<file path="config.mk">
export PLATFORM = sky130hd
export DESIGN_NAME = mem_port_arbiter
export DESIGN_NICKNAME = d
export VERILOG_FILES = /design/src/rtl/mem_port_arbiter.sv
export SDC_FILE = /design/constraint.sdc
export NUM_CORES = 1
export LEC_CHECK = 0
export BUFFER_PORTS_ARGS = -buffer_cell sky130_fd_sc_hd__buf_4
export CAP_MARGIN = 5
export CELL_PAD_IN_SITES_DETAIL_PLACEMENT = 0
export CELL_PAD_IN_SITES_GLOBAL_PLACEMENT = 1
export CORE_MARGIN = 2
export CORE_UTILIZATION = 36
export CTS_CLUSTER_DIAMETER = 40
export DETAILED_ROUTE_END_ITERATION = 8
export PLACE_DENSITY_LB_ADDON = 0.1
export REMOVE_ABC_BUFFERS = 1
export SLEW_MARGIN = 40
export SYNTH_ARGS = -nofsm -noshare
export SYNTH_HDL_FRONTEND = slang
export SYNTH_SLANG_ARGS = --single-unit
</file>
<file path="constraint.sdc">
create_clock -name clk -period 5.6 [get_ports clk]
set_clock_uncertainty 0.15 [all_clocks]
set_input_delay 0.56 -clock clk [delete_from_list [all_inputs] [get_ports clk]]
set_output_delay 0.56 -clock clk [all_outputs]
set_load 0.05 [all_outputs]
</file>
<file path="src/rtl/mem_port_arbiter.sv">
// Shares one fixed-latency memory port between fetch (read-only) and data (load/store) requesters.
// Latency: request sampled at a grant edge, LATENCY busy cycles, done pulses in the following cycle.
// Backpressure: requesters are held via combinational stalls until their done pulse; no abort once granted.
module mem_port_arbiter #(
  parameter int DATA_W  = 16,
  parameter int ADDR_W  = 16,
  parameter int LATENCY = 2
) (
  input  logic              clk,
  input  logic              rst_n,
  input  logic              i_req,
  input  logic [ADDR_W-1:0] i_addr,
  output logic [DATA_W-1:0] i_rdata,
  output logic              i_done,
  output logic              i_stall,
  input  logic              d_read,
  input  logic              d_write,
  input  logic [ADDR_W-1:0] d_addr,
  input  logic [DATA_W-1:0] d_wdata,
  output logic [DATA_W-1:0] d_rdata,
  output logic              d_done,
  output logic              d_stall,
  output logic [ADDR_W-1:0] mem_addr,
  output logic [DATA_W-1:0] mem_wdata,
  output logic              mem_re,
  output logic              mem_we,
  input  logic [DATA_W-1:0] mem_rdata
);

  typedef enum logic [1:0] {IDLE, BUSY_I, BUSY_D} state_t;

  localparam logic [3:0] CNT_INIT = 4'(LATENCY - 1);

  state_t     state, state_nxt;
  logic [3:0] cnt;
  logic       last_d;
  logic       busy, completing;
  logic       i_elig, d_elig;
  logic       grant_i, grant_d;

  // Stalls follow the raw request level and drop in the done cycle.
  assign i_stall = i_req & ~i_done;
  assign d_stall = (d_read | d_write) & ~d_done;

  // Arbitration and next state. A class is not eligible while its done pulse
  // is high, nor on its own completion edge: its held request at that point
  // is the one just served, so re-granting it would repeat the access.
  always_comb begin
    state_nxt  = state;
    busy       = (state != IDLE);
    completing = busy && (cnt == 4'd0);
    i_elig     = i_req & ~i_done & ~(completing && state == BUSY_I);
    d_elig     = (d_read | d_write) & ~d_done & ~(completing && state == BUSY_D);
    grant_d    = 1'b0;
    grant_i    = 1'b0;
    if (!busy || completing) begin
      // From IDLE data wins; at a completion edge the class not served last wins.
      grant_d = d_elig & (~i_elig | ~busy | ~last_d);
      grant_i = i_elig & ~grant_d;
      if (grant_d)      state_nxt = BUSY_D;
      else if (grant_i) state_nxt = BUSY_I;
      else              state_nxt = IDLE;
    end
  end

  // State register.
  always_ff @(posedge clk) begin
    if (!rst_n) state <= IDLE;
    else        state <= state_nxt;
  end

  // Memory port controls, latency counter, read-data capture and done pulses.
  always_ff @(posedge clk) begin
    if (!rst_n) begin
      cnt       <= 4'd0;
      last_d    <= 1'b0;
      mem_addr  <= '0;
      mem_wdata <= '0;
      mem_re    <= 1'b0;
      mem_we    <= 1'b0;
      i_rdata   <= '0;
      d_rdata   <= '0;
      i_done    <= 1'b0;
      d_done    <= 1'b0;
    end else begin
      i_done <= completing && (state == BUSY_I);
      d_done <= completing && (state == BUSY_D);
      if (completing && state == BUSY_I)           i_rdata <= mem_rdata;
      if (completing && state == BUSY_D && mem_re) d_rdata <= mem_rdata;

      if (grant_d) begin
        // Write takes precedence when both load and store are asserted.
        cnt       <= CNT_INIT;
        last_d    <= 1'b1;
        mem_addr  <= d_addr;
        mem_wdata <= d_wdata;
        mem_we    <= d_write;
        mem_re    <= ~d_write & d_read;
      end else if (grant_i) begin
        cnt      <= CNT_INIT;
        last_d   <= 1'b0;
        mem_addr <= i_addr;
        mem_re   <= 1'b1;
        mem_we   <= 1'b0;
      end else if (completing) begin
        mem_re <= 1'b0;
        mem_we <= 1'b0;
      end else if (busy) begin
        cnt <= cnt - 4'd1;
      end
    end
  end

endmodule

</file>
==> results.rst <==
.. list-table::
   :header-rows: 1

   * - Metric
     - Value
   * - Run status
     - finished, final reports clean
   * - Area after detailed placement
     - 4180 µm²
   * - GPL Wtd Cong
     - 0.765
   * - Initial detailed-routing violation count
     - 79
   * - Timing-limited maximum frequency
     - 0.419 GHz
   * - CP delay by family, top
     - simple AND/OR/NAND/NOR gates
   * - Comb pwr share
     - 33.4%
   * - Number of buffers on the longest clock path
     - 2
   * - Number of flops mapped to enable cells by yosys
     - 0
   * - Reg2reg path depth
     - 6
   * - Count of port buffers added during placement
     - 138
   * - Clock tree from TritonCTS
     - done
   * - Count of nets left with antenna violations after detail routing
     - 0
   * - Post-synthesis area per instance
     - 9.26 µm²
   * - Worst hold path cell count
     - 3
   * - Most common cell after layout, fill and taps aside
     - buf_4
   * - CTS H-tree depth
     - 3
   * - Routed WL per cell
     - 14.8 µm
   * - Fill cell count
     - 841
   * - Cells along the critical path
     - inv_1 -> ha_1 -> or3b_1 -> a21boi_4 -> nand2_4 -> a21oi_1
   * - Final design area excluding fillers
     - 4430 µm²
   * - Clock sink count
     - 75
   * - Overall routing resource usage
     - 17.6%
   * - Buffers plus inverters on the worst setup path
     - 1
   * - Switching power summed over all nets
     - 615 µW
   * - Number of endpoints failing setup at the final stage
     - 0
   * - Master of the slowest instance on the critical path
     - a21boi_4
   * - Global-route congestion overflow total
     - 0
   * - Count of warnings emitted by yosys
     - 0
   * - Worst hold path class
     - in2reg
   * - Final max-slew violation count
     - 0
   * - Switching part of the total
     - 36.3%
   * - Maximum fanout count along the critical path
     - 18
   * - Endpoint with the worst hold slack
     - d_rdata[4]
   * - Unrepaired setup endpoints after global routing
     - no
   * - Sequential share of the synthesized area
     - 48.0%
   * - Instance count after placement with tap cells included
     - 559
   * - Clock buffers created by TritonCTS
     - 9
   * - Reg clk slew, reported paths
     - 0.08 ns
   * - Via count
     - 2853
   * - Top-level port count
     - 139
   * - Top_reg_cell synth
     - dfxtp_1
   * - Worst slack at placement
     - 3.17 ns
   * - Lkg Pwr
     - 2.00 nW
   * - Int Pwr
     - 1.08 mW
   * - Post-Layout Cell Count
     - 575
   * - Estimated wirelength of the detail-placed design
     - 5.62 mm
   * - Clock network latency to the later pin of the worst-skew pair
     - 0.33 ns
   * - Final setup margin
     - 3.21 ns
   * - Max-slew headroom
     - 50.9%
   * - Core Rows
     - 34
   * - Share of the cycle needed by the critical path after routing
     - 42.6%
   * - Via count of the first global-routing pass
     - 2726
   * - Ant. Diodes
     - 0
   * - Number of search-and-repair iterations in the first detailed-routing pass
     - 4
   * - Die height
     - 97.2 µm
   * - Antenna violations before repair
     - 0
   * - Share of total power in the clock network
     - 29.5%
   * - Proportion of power drawn by flip-flops and latches
     - 37.1%
   * - Data arrival at the endpoint of the critical path
     - 2.50 ns
   * - Worst slew pin tran
     - 0.734 ns
   * - Worst reg-to-reg setup slack
     - 3.21 ns
   * - Total Wirelength
     - 8.52 mm
   * - Biggest cell delay along the critical path
     - 0.55 ns
   * - Leading cell types in the layout, fill and taps excluded
     - buf_4 (143), dfxtp_1 (75), a21oi_1 (45)
   * - CTS Root Buffer Type
     - clkbuf_8
   * - Area delta synth->final
     - 41.6%
   * - Horizontal extent of the die
     - 97.2 µm
   * - Synthesized netlist cell count
     - 338
   * - Summed negative setup slack over all endpoints
     - 0 ns
   * - Fraction of final layout cells with drive strength greater than 1
     - 39.8%
   * - Beginning of the worst register-to-register path
     - cnt[0]
   * - Synth Register Bits
     - 75
   * - Maximum vdd drop
     - 193 µV
   * - RR Endpoint
     - mem_addr[6]
   * - Maxcap violations
     - 0
   * - Worst path required time
     - 5.72 ns
   * - Total die area
     - 9450 µm²
   * - Cell area after technology mapping
     - 3130 µm²
   * - Final Net Count
     - 532
   * - Type of the worst setup path
     - reg2reg
   * - DRC violations left
     - 0
   * - Power Dens Cells
     - 382 nW/µm²
   * - Count of hold-fix buffers inserted at cts
     - 0
   * - Core area
     - 8590 µm²
   * - Final hold violations
     - 0
   * - Worst setup SP type
     - flop
   * - Critical Path Sink Type
     - flop
   * - Starting Density
     - 36.4%
   * - Largest net degree at the start of global routing
     - 57
   * - Avg Vias per Cell
     - 4.96
   * - Setup bufs post-CTS
     - 0
   * - Worst hold margin
     - 0.308 ns
   * - Wire length of the first global-routing pass
     - 13.6 mm
   * - Yosys cell types
     - 46
   * - Share of synthesized flip-flops with an asynchronous set or reset
     - 0%
   * - Origin of the worst min-delay path
     - mem_rdata[4]
   * - Post_cts resized
     - 0
   * - Period minus WS final
     - 2.39 ns
==> power groups by stage <==
stage	Sequential [mW]	Combinational [mW]	Clock (mW)
floorplan	0.813	0.203	0
global placement	0.639	0.566	0
detailed placement	0.640	0.570	0
CTS	0.628	0.571	0.517
global route	0.637	0.602	0.538
finish	0.628	0.567	0.500
==> state kept, by name (all words and copies together) (netlist names) <==
signal / count
d_done: 1
mem_re: 1
d_rdata: 16
last_d: 1
mem_we: 1
i_rdata: 16
cnt: 4
mem_addr: 16
mem_wdata: 16
state: 2
i_done: 1
==> metal layers <==
metal	up-vias	wire length [µm]	track usage [%]
li1	1435	-	-
met1	1338	3730	22.0
met2	71	4250	29.9
met3	9	421	3.81
met4	0	124	6.73
met5	-	0	0
==> Yosys cell counts, types with 2 or more instances <==
| master | instances | area [µm²] |
|---|---|---|
| a21oi_1 | 45 | 225 |
| a21oi_2 | 9 | 78.8 |
| buf_2 | 6 | 30.0 |
| buf_4 | 2 | 15.0 |
| buf_6 | 5 | 56.3 |
| clkbuf_1 | 17 | 63.8 |
| dfxtp_1 | 75 | 1500 |
| inv_1 | 3 | 11.3 |
| mux2i_1 | 32 | 320 |
| nand2_1 | 27 | 101 |
| nand2_2 | 9 | 56.3 |
| nand3_1 | 18 | 90.1 |
| nand4_1 | 2 | 12.5 |
| nor2_1 | 19 | 71.3 |
| nor2b_1 | 2 | 12.5 |
| nor3_1 | 3 | 15.0 |
| o21ai_1 | 19 | 95.1 |
| o31ai_1 | 17 | 128 |
==> cells by family (layout without fill, tap and decap cells) <==
group           count (synthesis)  count (layout)  share of synthesized area [%]
compound gates                101             101                           20.0
simple gates                   93              93                           15.0
flops                          75              75                           48.0
buf+inv                        34             163                           5.76
mux                            32              32                           10.2
xor+xnor                        2               2                          0.560
fa+ha+maj                       1               1                          0.400
==> worst register-to-register path, cell delays in order, from the launching register on <==
cell,delay [ns]
dfxtp_1,0.34
inv_1,0.06
ha_1,0.22
or3b_1,0.54
a21boi_4,0.55
nand2_4,0.27
a21oi_1,0.19
==> area by class of cell <==
type | instances | area (µm²) | share of cell area (%)
inverter | 4 | 17.5 | 0.395
clock inverter | 3 | 67.6 | 1.52
clock buffer | 13 | 179 | 4.04
tap | 108 | 135 | 3.05
multi-input combinational | 229 | 1460 | 32.9
sequential | 75 | 1500 | 33.9
timing repair buffer | 143 | 1070 | 24.2
==> worst max-delay path by stage <==
stage          startpoint     endpoint  slack [ns]  cells after the start
2_1_floorplan       i_req  mem_addr[0]        2.24                      4
3_3_place_gp       cnt[0]   i_rdata[6]        3.19                      6
3_5_place_dp       cnt[0]   i_rdata[9]        3.17                      6
4_1_cts            cnt[0]   i_rdata[6]        3.15                      6
5_1_grt            cnt[0]  mem_addr[7]        3.02                      6
6_report           cnt[0]  mem_addr[6]        3.21                      6
==> per-stage QoR <==
step | total power [mW] | utilization, %
2_1_floorplan | 1.02 | -
3_3_place_gp | 1.20 | 48.6
3_5_place_dp | 1.21 | 48.7
4_1_cts | 1.72 | 51.5
5_1_grt | 1.78 | 51.6
6_report | 1.69 | 51.6
Note: power is estimated with default switching activity, not from simulation.
